## config.mk

```make
export PLATFORM = sky130hd
export DESIGN_NAME = audio_clk_mux_ctrl_flat
export DESIGN_NICKNAME = d
export VERILOG_FILES = /design/src/rtl/audio_clk_mux_pkg.sv /design/src/rtl/audio_clk_mux_ctrl_if.sv /design/src/rtl/syncro2_2.sv /design/src/rtl/audio_clk_mux_ctrl.sv /design/src/flat_wrapper.sv
export SDC_FILE = /design/constraint.sdc
export NUM_CORES = 1
export LEC_CHECK = 0
export ABC_AREA = 1
export BUFFER_PORTS_ARGS = -buffer_cell sky130_fd_sc_hd__buf_2
export CAP_MARGIN = 20
export CELL_PAD_IN_SITES_DETAIL_PLACEMENT = 0
export CELL_PAD_IN_SITES_GLOBAL_PLACEMENT = 2
export CORE_MARGIN = 2
export CORE_UTILIZATION = 34
export CTS_CLUSTER_DIAMETER = 100
export DETAILED_ROUTE_END_ITERATION = 12
export GPL_ROUTABILITY_DRIVEN = 0
export PLACE_DENSITY_LB_ADDON = 0.1
export SYNTH_ARGS = -nofsm -noshare
export SYNTH_HDL_FRONTEND = slang
export SYNTH_SLANG_ARGS = --single-unit
```

## constraint.sdc

```tcl
create_clock -name clk -period 2.8 [get_ports clk]
set_clock_uncertainty 0.15 [all_clocks]
set_input_delay 0.42 -clock clk [delete_from_list [all_inputs] [get_ports clk]]
set_output_delay 0.42 -clock clk [all_outputs]
set_load 0.005 [all_outputs]
```

## src/rtl/audio_clk_mux_pkg.sv

```systemverilog
// Shared types and constants for the audio master-clock mux sequencer.
package audio_clk_mux_pkg;

   // Sequencer states; the gate is open only in RUN.
   typedef enum logic [2:0] {
      HALT     = 3'd0,
      RUN      = 3'd1,
      GATE_OFF = 3'd2,
      DRAIN    = 3'd3,
      SETTLE   = 3'd4
   } state_t;

   // Mux select encoding for the two audio PLL families.
   localparam logic SRC_441 = 1'b0;
   localparam logic SRC_48  = 1'b1;

   // The source that is not the given one.
   function automatic logic other_src(input logic src);
      return (src == SRC_441) ? SRC_48 : SRC_441;
   endfunction

   // Counter width able to hold the larger of the two reload values.
   function automatic int cnt_width(input int a, input int b);
      int m;
      m = (a > b) ? a : b;
      return $clog2(m + 1);
   endfunction

endpackage

```

## src/rtl/audio_clk_mux_ctrl_if.sv

```systemverilog
// Control/status bundle between the register block, the sequencer and the mux cell.
interface audio_clk_mux_ctrl_if;
   logic sel_req_in;
   logic lock0_in;
   logic lock1_in;
   logic clk_sel;
   logic clk_en;
   logic busy;
   logic switch_done;
   logic src_lost;

   // master: whoever issues requests and lock flags and watches status.
   modport master (
      output sel_req_in, lock0_in, lock1_in,
      input  clk_sel, clk_en, busy, switch_done, src_lost
   );

   // slave: the sequencer itself.
   modport slave (
      input  sel_req_in, lock0_in, lock1_in,
      output clk_sel, clk_en, busy, switch_done, src_lost
   );
endinterface

```

## src/rtl/syncro2_2.sv

```systemverilog
// Dual two-flop synchroniser for slow asynchronous level signals.
module syncro2_2 (
   input  logic       clk,
   input  logic       reset_n,
   input  logic [1:0] d,
   output logic [1:0] q
);

   logic [1:0] meta_reg;
   logic [1:0] sync_reg;

   // Two flop stages per bit; both clear on reset.
   always_ff @(posedge clk or negedge reset_n) begin
      if (!reset_n) begin
         meta_reg <= '0;
         sync_reg <= '0;
      end else begin
         meta_reg <= d;
         sync_reg <= meta_reg;
      end
   end

   assign q = sync_reg;

endmodule

```

## src/rtl/audio_clk_mux_ctrl.sv

```systemverilog
// Glitch-free audio clock mux sequencer: gate off, drain, switch, settle, gate on.
// Optional build macro AUDIO_CLK_FAILOVER_EN: when the requested PLL is unlocked
// and the other one is locked, the other PLL becomes the switch target.
module audio_clk_mux_ctrl
   import audio_clk_mux_pkg::*;
#(
   parameter int DRAIN_CYCLES  = 4,
   parameter int SETTLE_CYCLES = 8
) (
   input  logic                 clk,
   input  logic                 reset_n,
   audio_clk_mux_ctrl_if.slave  bus
);

   localparam int CW = cnt_width(DRAIN_CYCLES, SETTLE_CYCLES);
   localparam logic [CW-1:0] DRAIN_LOAD  = CW'(DRAIN_CYCLES - 1);
   localparam logic [CW-1:0] SETTLE_LOAD = CW'(SETTLE_CYCLES - 1);

   logic [1:0] lock_s;
   logic [1:0] sel_q;
   logic       sel_s;
   logic       sync_unused;
   logic       target;

   syncro2_2 u_sync_lock (
      .clk     (clk),
      .reset_n (reset_n),
      .d       ({bus.lock1_in, bus.lock0_in}),
      .q       (lock_s)
   );

   syncro2_2 u_sync_sel (
      .clk     (clk),
      .reset_n (reset_n),
      .d       ({1'b0, bus.sel_req_in}),
      .q       (sel_q)
   );

   assign sel_s       = sel_q[0];
   assign sync_unused = sel_q[1];

`ifdef AUDIO_CLK_FAILOVER_EN
   localparam bit FAILOVER = 1'b1;
   // Fall back to the other PLL when the requested one is down and the other is up.
   assign target = (!lock_s[sel_s] && lock_s[other_src(sel_s)]) ? other_src(sel_s) : sel_s;
`else
   localparam bit FAILOVER = 1'b0;
   assign target = sel_s;
`endif

   state_t        state_reg, state_next;
   logic [CW-1:0] count_reg, count_next;
   logic          sel_reg, sel_next;
   logic          lost_reg, lost_next;
   logic          en_reg, en_next;
   logic          busy_reg, busy_next;
   logic          done_reg, done_next;

   // State, counter, select and registered status outputs.
   always_ff @(posedge clk or negedge reset_n) begin
      if (!reset_n) begin
         state_reg <= HALT;
         count_reg <= '0;
         sel_reg   <= SRC_441;
         lost_reg  <= 1'b0;
         en_reg    <= 1'b0;
         busy_reg  <= 1'b0;
         done_reg  <= 1'b0;
      end else begin
         state_reg <= state_next;
         count_reg <= count_next;
         sel_reg   <= sel_next;
         lost_reg  <= lost_next;
         en_reg    <= en_next;
         busy_reg  <= busy_next;
         done_reg  <= done_next;
      end
   end

   // Sequencing decisions; the select only moves on the DRAIN->SETTLE or HALT->SETTLE step.
   always_comb begin
      state_next = state_reg;
      count_next = count_reg;
      sel_next   = sel_reg;
      lost_next  = lost_reg;
      case (state_reg)
         HALT: begin
            if (lock_s[target]) begin
               sel_next   = target;
               count_next = SETTLE_LOAD;
               state_next = SETTLE;
            end
         end
         RUN: begin
            // A change of target wins over a lock loss on the running source.
            if (target != sel_reg) begin
               state_next = GATE_OFF;
               if (FAILOVER && !lock_s[sel_reg]) begin
                  lost_next = 1'b1;
               end
            end else if (!lock_s[sel_reg]) begin
               lost_next  = 1'b1;
               state_next = HALT;
            end
         end
         GATE_OFF: begin
            count_next = DRAIN_LOAD;
            state_next = DRAIN;
         end
         DRAIN: begin
            if (count_reg != '0) begin
               count_next = count_reg - 1'b1;
            end else if (lock_s[target]) begin
               // Latest request wins: target is sampled only here.
               sel_next   = target;
               count_next = SETTLE_LOAD;
               state_next = SETTLE;
            end else begin
               lost_next  = 1'b1;
               state_next = HALT;
            end
         end
         SETTLE: begin
            if (!lock_s[sel_reg]) begin
               lost_next  = 1'b1;
               state_next = HALT;
            end else if (count_reg != '0) begin
               count_next = count_reg - 1'b1;
            end else begin
               lost_next  = 1'b0;
               state_next = RUN;
            end
         end
         default: begin
            state_next = HALT;
         end
      endcase
   end

   // Status outputs derived from the upcoming state so they register with it.
   always_comb begin
      en_next   = (state_next == RUN);
      busy_next = (state_next == GATE_OFF) || (state_next == DRAIN) || (state_next == SETTLE);
      done_next = (state_reg == SETTLE) && (state_next == RUN);
   end

   assign bus.clk_sel     = sel_reg;
   assign bus.clk_en      = en_reg;
   assign bus.busy        = busy_reg;
   assign bus.switch_done = done_reg;
   assign bus.src_lost    = lost_reg;

endmodule

```

## src/flat_wrapper.sv

```systemverilog
// flat-port wrapper written by rule: the top's interface ports become plain ports
module audio_clk_mux_ctrl_flat import audio_clk_mux_pkg::*;
#(
   parameter int DRAIN_CYCLES  = 4,
   parameter int SETTLE_CYCLES = 8
)
  (clk, reset_n, bus_sel_req_in, bus_lock0_in, bus_lock1_in, bus_clk_sel, bus_clk_en, bus_busy, bus_switch_done, bus_src_lost);
  audio_clk_mux_ctrl_if bus_i ();
  input  logic clk;
  input  logic reset_n;
  input wire logic [$bits(bus_i.sel_req_in)-1:0] bus_sel_req_in;
  input wire logic [$bits(bus_i.lock0_in)-1:0] bus_lock0_in;
  input wire logic [$bits(bus_i.lock1_in)-1:0] bus_lock1_in;
  output wire logic [$bits(bus_i.clk_sel)-1:0] bus_clk_sel;
  output wire logic [$bits(bus_i.clk_en)-1:0] bus_clk_en;
  output wire logic [$bits(bus_i.busy)-1:0] bus_busy;
  output wire logic [$bits(bus_i.switch_done)-1:0] bus_switch_done;
  output wire logic [$bits(bus_i.src_lost)-1:0] bus_src_lost;
  assign bus_i.sel_req_in = bus_sel_req_in;
  assign bus_i.lock0_in = bus_lock0_in;
  assign bus_i.lock1_in = bus_lock1_in;
  assign bus_clk_sel = bus_i.clk_sel;
  assign bus_clk_en = bus_i.clk_en;
  assign bus_busy = bus_i.busy;
  assign bus_switch_done = bus_i.switch_done;
  assign bus_src_lost = bus_i.src_lost;
  audio_clk_mux_ctrl #(.DRAIN_CYCLES(DRAIN_CYCLES), .SETTLE_CYCLES(SETTLE_CYCLES)) u_core (.clk(clk), .reset_n(reset_n), .bus(bus_i));
endmodule
```

* After elaboration in Yosys (flattened, before gate mapping)
Index checks and enable logic that the tools add are counted.
Operators by class: add/sub/neg operators 1, magnitude comparators 2, equal/unequal tests 16, mux-type cells 27, reduce and logical (&&, ||, !) cells 11
Operator list (number):
- 3-bit 2-to-1 mux | 7
- 4-bit 2-to-1 mux | 4
- 4-bit one-hot mux with 4 select lines | 1
- 3-bit one-hot mux with 5 select lines | 1
- 3-bit by 2-bit == test with 1-bit output, second input constant | 4
- 1-bit 2-to-1 mux | 12
- 2-bit inequality test, second input constant | 4
- 4-bit nonzero test | 2
- 3-bit by 1-bit == test with 1-bit output, second input constant | 2
- 3-bit == test, second input constant | 2
- 6-bit AND reduction | 1
- 1-bit by 2-bit < comparator with 1-bit output, second input constant | 2
- 2-bit by 1-bit inequality test with 1-bit output, second input constant | 2
- 4-bit by 1-bit subtractor with 4-bit output, second input constant | 1
- 3-bit zero test | 1
- 3-bit inequality test, second input constant | 1
- 1-bit one-hot mux with 3 select lines | 1
- 3-bit AND reduction | 1
- 3-bit nonzero test | 1
- 1-bit logical OR | 2
- 1-bit one-hot mux with 2 select lines | 1
- 2-bit AND reduction | 1
- 2-bit nonzero test | 1
- 1-bit logical AND | 1
- 1-bit inequality test | 1
Storage, ports and cells: flip-flop bits (word level) 18, input port bits 5, output and inout port bits 5, word-level logic and storage cells 68

* Depth between registers and ports, before layout
Gate-level depths: netlist of run 1.
depth after elaboration 8, gate-level depth with buffers 10, depth with buffers taken out 10

* Modules after synthesis
Synthesis of run 1 repeated with hierarchy kept, for this count alone.
Unflattened totals: cell total of the unflattened synthesis 125, area total of the unflattened synthesis 958.4 sq um
By module, submodules not included:
- audio_clk_mux_ctrl | times used 1, cells an instance 117, area an instance 758.2 sq um, sequential area each 300.3 sq um
- syncro2_2 | times used 2, cells an instance 4, area an instance 100.1 sq um, sequential area each 100.1 sq um

* Worst setup path after synthesis of run 1
Ideal clock, no wire load.
path type register -> register, from register u_core.count_reg[0], to register u_core.lost_reg (netlist: u_core.bus.src_lost), setup time 116 ps, data arrival time 1148 ps, data required time 2534 ps, slack 1385 ps, stages on the path, launching flop included 10, path buffers 0, clock period less this slack 1415 ps, cells stage by stage dfrtp_1 > inv_1 > ha_1 > nand2_2 > nand2_2 > nand2_1 > nor2_1 > nand2_1 > nand2_1 > nand2_1
On the way: longest elaborated chain between the ends 3, elaborated cells on any way between the ends 4, classes of those cells 2 x eq/ne; 2 x reduce/logical
RTL lines:
- from (decl) | line audio_clk_mux_ctrl.sv:52 | logic [CW-1:0] count_reg, count_next;
- from (signal assigned) | line audio_clk_mux_ctrl.sv:71 | count_reg <= count_next;
- 4-bit nonzero test (*) | line audio_clk_mux_ctrl.sv:111, audio_clk_mux_ctrl.sv:127
- 3-bit inequality test (no line) / 2-bit inequality test (equally long branches)
- 6-bit AND reduction (no line) (*)
- to (signal assigned) | line audio_clk_mux_ctrl.sv:73 | lost_reg <= lost_next;
- to (decl) | line audio_clk_mux_ctrl.sv:54 | logic lost_reg, lost_next;
Every way passes the cells marked *; elsewhere a longest branch is shown, timed or not. A chain may end at the register's enable or synchronous reset.

* Final worst setup path of run 1
Ends and elaborated chain as after synthesis.

==> results of run 1 <==
==> Yosys cell counts <==
library cell   n  area [um2]
inv_2          2       7.510
nor2_1         8       30.03
o21ai_1        1       5.000
nand2_1       49       183.9
nor3_1         1       5.000
nor2_2         3       18.77
xor2_1         2       17.52
nand4_1        2       12.51
nand3_2        1       10.01
o21ai_0        2       10.01
inv_1         19       71.32
ha_1           1       12.51
dfrtp_1       18       450.4
nand2_2        5       31.28
nand3_1       13       65.06
==> cell type report <==
cell class / instances / area [um2]
Clock buffer: 4 / 36.28
Fill cell: 267 / 1485
Inverter: 21 / 78.83
Multi-Input combinational cell: 88 / 401.6
Sequential cell: 18 / 450.4
Tap cell: 30 / 37.54
Timing Repair Buffer: 10 / 55.05
==> cells by family (layout without fill, tap and decap cells) <==
group | Yosys count | count (layout)
DFF | 18 | 18
xor gates and xnor gates | 2 | 2
and+or+nand+nor | 82 | 82
AOI/OAI and AO/OA | 3 | 3
buffers and inverters | 21 | 35
adders and majority gates | 1 | 1
==> metal layers <==
metal  global-route usage [%]  share of wire, %
met1                    19.56                50
met2                    19.66                43
met3                    3.687               6.1
met4                    4.762              0.81
met5                        0                 0
==> worst paths after layout <==
kind,startpoint,endpoint,depth (start not counted),slack [ps]
worst min-delay path,bus_lock1_in,u_core.u_sync_lock.meta_reg[1],1,80
min in group asynchronous,reset_n,u_core.state_reg[0],2,430
worst max register to register,u_core.count_reg[0],u_core.bus.src_lost,9,1250
worst min register to register,u_core.u_sync_lock.meta_reg[1],u_core.u_sync_lock.q[1],0,210
worst max-delay path,u_core.count_reg[0],u_core.bus.src_lost,9,1250
max in group asynchronous,reset_n,u_core.bus.busy,2,1770
==> power breakdown <==
group	internal, W	switching (W)
sequential	0.000345	0.0000806
clock	0.0000791	0.0000798
combinational	0.000211	0.000368
total	0.000635	0.000528
==> what timing repair did <==
| item | in CTS | in global routing |
|---|---|---|
| hold buffers | 1 | 0 |
| gates resized for setup | 0 | 0 |
| endpoints found under the hold margin | 18 | 0 |
| setup endpoints to repair | 0 | 0 |
==> metrics by stage <==
step | setup slack, ps | instances
CTS | 1229 | 171
finish | 1245 | 171
global route | 1070 | 171
floorplan | 1385 | 127
detailed placement | 1264 | 166
global placement | 1301 | 166
==> impl_metrics.env, run 1 <==
export IMPL_status="complete, no violations"
export IMPL_drive_above_1_share_pct=17.02
export IMPL_core_mm2=0.002545
export IMPL_ir_drop_uv=407.8
export IMPL_final_cell_area_mm2=0.001060
export IMPL_post_route_util_pct=41.64
export IMPL_cts_setup_buffers=0
export IMPL_max_cap_viol_count=0
export IMPL_hold_violations=0
export IMPL_grtUsageTotal_pct=13.61
export IMPL_setup_tns_ps=0
export IMPL_largest_reg_flops=4
export IMPL_clockBufferDepth=2
export IMPL_die_w_um=56.33
export IMPL_hold_slack_ps=84.60
export IMPL_mostFrequentLayoutCells="49 x nand2_1, 19 x inv_1, 18 x dfrtp_1"
export IMPL_p_total_w=0.001163
export IMPL_final_common_cell="nand2_1"
export IMPL_crit_top_cell="nand2_1"
export IMPL_layout_worst_path_cycle_share_pct=55.52
export IMPL_worstPathRequired_ps=2830
export IMPL_route_detailed_drc=0
export IMPL_path_cells="inv_1, ha_1, nand2_2, nand2_2, nand2_1, nor2_1, nand2_1, nand2_1, nand2_1"
export IMPL_initial_core_util_pct=36.58
export IMPL_postPlaceCellArea_mm2=0.001013
export IMPL_ctsRootBufferMaster="clkbuf_4"
export IMPL_synth_fp_nets=133
export IMPL_post_drt_wl_per_cell_um=10.85
export IMPL_dpl_hpwl_um=1385
export IMPL_setup_viol=0
export IMPL_cts_sinks=18
export IMPL_fp_dieArea_mm2=0.003173
export IMPL_rsz0062_at_grt="no"
export IMPL_via_count=804
export IMPL_crit_buf_inv=1
export IMPL_crit_family="simple AND/OR/NAND/NOR gates"
export IMPL_synth_xor_area_share_pct=1.882
export IMPL_layout_nets=148
export IMPL_drtIter0Drc=25
export IMPL_antenna_found_initial=0
export IMPL_yosysSeqAreaShare_pct=48.39
export IMPL_std_cell_rows=18
export IMPL_grt_max_degree=19
export IMPL_synth_compound_area_share_pct=1.613
export IMPL_cp_slowest_cell="dfrtp_1"
export IMPL_synth_area_um2=930.9
export IMPL_grt_pass1_wl_um=3325
export IMPL_maxSlewViolCount=0
export IMPL_leakage_nw=0.6363
export IMPL_grt_pass1_vias=747
export IMPL_port_buffers=9
export IMPL_ys_warn_count=0
export IMPL_synth_simple_area_share_pct=38.31
export IMPL_max_slew_margin_pct=72.53
export IMPL_via_per_inst=4.702
export IMPL_dr_pass1_iters=4
export IMPL_slowest_delay_ps=390
export IMPL_synth_top_family_by_area="simple AND/OR/NAND/NOR gates"
export IMPL_ant_nets=0
export IMPL_critical_path_class="register to register"
export IMPL_grt_overflow=0
export IMPL_worst_setup_path_end_kind="register"
export IMPL_period_minus_slack_ps=1555
export IMPL_numCtsBuffers=3
export IMPL_path_clk_slew_ps=110
export IMPL_htree_levels=1
export IMPL_die_h_um=56.33
export IMPL_worst_pin_slew_ps=412.1
export IMPL_cts_tree="done"
export IMPL_synth_avg_cell_area_um2=7.330
export IMPL_powerDensity_mw_per_mm2=1098
export IMPL_synth_area_mux_share_pct=0
export IMPL_cp_arrival_ps=1590
export IMPL_ys_ff_latch=18
export IMPL_syn_instance_count=127
export IMPL_diodes=0
export IMPL_clk_latency_ps=290
export IMPL_hold_class="input port to register"
export IMPL_start_kind="register"
export IMPL_clock_fmax_mhz=643.3
export IMPL_synth_fa_ha_area_share_pct=1.344
export IMPL_yosysUniqueCellTypes=15
export IMPL_pin_count=10
export IMPL_synthToLayoutAreaGrowth_pct=13.84
export IMPL_crit_path_max_fanout=5
export IMPL_totalWireLength_um=1855
Power figures use the tool's default switching activity.
==> run 2, diff against run 1 <==
--- a/config.mk
+++ b/config.mk
@@ -11,7 +11,7 @@
 export CELL_PAD_IN_SITES_DETAIL_PLACEMENT = 0
 export CELL_PAD_IN_SITES_GLOBAL_PLACEMENT = 2
 export CORE_MARGIN = 2
-export CORE_UTILIZATION = 34
+export CORE_UTILIZATION = 32
 export CTS_CLUSTER_DIAMETER = 100
 export DETAILED_ROUTE_END_ITERATION = 12
 export GPL_ROUTABILITY_DRIVEN = 0
==> constraint.sdc (replaced) <==
create_clock -name clk -period 1.6 [get_ports clk]
set_clock_uncertainty 0.15 [all_clocks]
set_input_delay 0.24 -clock clk [delete_from_list [all_inputs] [get_ports clk]]
set_output_delay 0.24 -clock clk [all_outputs]
set_load 0.005 [all_outputs]
==> run 2 against run 1 <==
Register-to-register slack lost 1100 ps; via count increased by 2.2%; global-route usage down 0.15 points; design area grew 9.1%; total power grew 91%; first-iteration DRC count down 36%; critical path depth is the same; core utilization rose by 0.28 points; largest cell class unchanged; highest routed layer unchanged.
==> impl_metrics.env, run 2 (synthesis results as in run 1) <==
export IMPL_hold_violations=0
export IMPL_worst_setup_path_end_kind="register"
export IMPL_r2r_cells=9
export IMPL_path_cells="inv_1, ha_4, nand2_2, nand3_1, nand2_1, nand2_2, inv_2, nand2_1, nand2_1"
export IMPL_crit_buf_inv=2
export IMPL_via_per_inst=4.592
export IMPL_diodes=0
export IMPL_maxSlewViolCount=0
export IMPL_r2r_start="u_core.count_reg[1]"
export IMPL_dpl_hpwl_um=1462
export IMPL_cp_arrival_ps=1540
export IMPL_crit_path_max_fanout=5
export IMPL_min_to="u_core.u_sync_lock.q[0]"
export IMPL_ctsRootBufferMaster="clkbuf_4"
export IMPL_setup_viol=0
export IMPL_grtUsageTotal_pct=13.47
export IMPL_synthToLayoutAreaGrowth_pct=24.19
export IMPL_route_detailed_drc=0
export IMPL_core_mm2=0.002758
export IMPL_seqPwrFrac_pct=33.6
export IMPL_htree_levels=1
export IMPL_crit_top_cell="nand2_1"
export IMPL_period_minus_slack_ps=1489
export IMPL_powerDensity_mw_per_mm2=1923
export IMPL_swShare_pct=45.31
export IMPL_post_drt_wl_per_cell_um=11.57
export IMPL_numCtsBuffers=3
export IMPL_max_slew_margin_pct=72.08
export IMPL_pwr_share_clk_pct=13.0
export IMPL_final_common_cell="nand2_1"
export IMPL_status="complete, no violations"
export IMPL_critical_path_class="register to register"
export IMPL_slowest_delay_ps=400
export IMPL_crit_family="simple AND/OR/NAND/NOR gates"
export IMPL_clock_fmax_mhz=671.7
export IMPL_drtIter0Drc=16
export IMPL_hold_class="register to register"
export IMPL_hp_start="u_core.u_sync_lock.meta_reg[0]"
export IMPL_cp_slowest_cell="dfrtp_1"
export IMPL_worstPathRequired_ps=1650
export IMPL_path_clk_slew_ps=110
export IMPL_r2r_end="u_core.count_reg[0]"
export IMPL_cts_tree="done"
export IMPL_port_buffers=9
export IMPL_fp_dieArea_mm2=0.003356
export IMPL_cts_sinks=18
export IMPL_grt_pass1_vias=765
export IMPL_dr_pass1_iters=4
export IMPL_ant_nets=0
export IMPL_grt_pass1_wl_um=3387
export IMPL_largest_reg_flops=4
export IMPL_layout_nets=155
export IMPL_clockBufferDepth=2
export IMPL_max_cap_viol_count=0
export IMPL_mostFrequentLayoutCells="48 x nand2_1, 18 x inv_1, 16 x dfrtp_1"
export IMPL_antenna_found_initial=0
export IMPL_pin_count=10
export IMPL_holdPathStages=0
export IMPL_initial_core_util_pct=33.76
export IMPL_p_int_w=0.001216
export IMPL_rsz0062_at_grt="no"
export IMPL_clk_latency_ps=290
export IMPL_layout_worst_path_cycle_share_pct=93.05
export IMPL_netSwitchingPower_w=0.001007
export IMPL_start_kind="register"
export IMPL_grt_overflow=0
export IMPL_drive_above_1_share_pct=23.65
export IMPL_die_w_um=57.94
export IMPL_combPwrFrac_pct=53.5
export IMPL_rrSetupSlack_ps=110
export IMPL_grt_max_degree=19
export IMPL_std_cell_rows=19
export IMPL_via_count=822
export IMPL_worst_pin_slew_ps=418.9
export IMPL_leakage_nw=0.6696
export IMPL_setup_tns_ps=0
export IMPL_totalWireLength_um=2071
export IMPL_hold_slack_ps=209.0
export IMPL_ir_drop_uv=932.7
export IMPL_die_h_um=57.94
## run 2: cell count changes in the layout (fill, tap and decap cells not counted), moves of 2 or more
| cell | before | now |
|---|---|---|
| buf_4 | 0 | 4 |
| dfrtp_2 | 0 | 2 |
| dlygate4sd3_1 | 1 | 4 |
| dfrtp_1 | 18 | 16 |
## run 2: how the worst max path moves through the flow
stage | start | endpoint | cells past startpoint
after global placement | u_core.count_reg[0] | u_core.bus.src_lost | 9
after CTS | u_core.count_reg[0] | u_core.bus.src_lost | 9
after floorplan | u_core.count_reg[0] | u_core.bus.src_lost | 9
after global routing | u_core.count_reg[1] | u_core.count_reg[3] | 9
after detailed placement | u_core.count_reg[0] | u_core.bus.src_lost | 9
final | u_core.count_reg[1] | u_core.count_reg[0] | 9
## run 2: area by class of cell
type	instances	area, um2
fillers	313	1602
flip-flops and latches	18	452.9
multi-input cells	88	434.2
repair buffers	17	115.1
inverters	21	78.83
well taps	31	38.79
clock buffers	4	36.28
## run 2: metrics by stage
| stage | utilization [%] | power (W) | instance area, um2 | instances | setup WS (ps) |
|---|---|---|---|---|---|
| after global placement | 36.80 | 0.001800 | 1015 | 167 | 95.00 |
| after detailed placement | 36.80 | 0.001776 | 1015 | 167 | 81.86 |
| after CTS | 39.56 | 0.002089 | 1091 | 175 | 52.02 |
| after global routing | 41.92 | 0.002458 | 1156 | 179 | 13.63 |
| after floorplan | - | 0.001511 | 930.9 | 127 | 185.2 |
| final | 41.92 | 0.002223 | 1156 | 179 | 111.1 |
## run 2: what timing repair did
| action | CTS | global route |
|---|---|---|
| hold buffers | 4 | 0 |
| setup buffers | 0 | 4 |
| hold endpoints to repair | 21 | 0 |
| setup endpoints to repair | 0 | 8 |
| gates resized for setup | 0 | 10 |
## run 2: per-layer routing
metal / track usage [%] / wire [um]
met2: 19.81 / 902
met3: 2.902 / 53
met4: 7.309 / 63
met5: 0 / 0
met1: 18.49 / 1051
## run 2: power groups by stage
stage / clock network, W / logic (W) / registers, W
after floorplan: 0 / 0.000782 / 0.000729
after global placement: 0 / 0.00105 / 0.000751
after detailed placement: 0 / 0.00103 / 0.000750
after CTS: 0.000304 / 0.00104 / 0.000743
after global routing: 0.000319 / 0.00137 / 0.000769
final: 0.000288 / 0.00119 / 0.000747
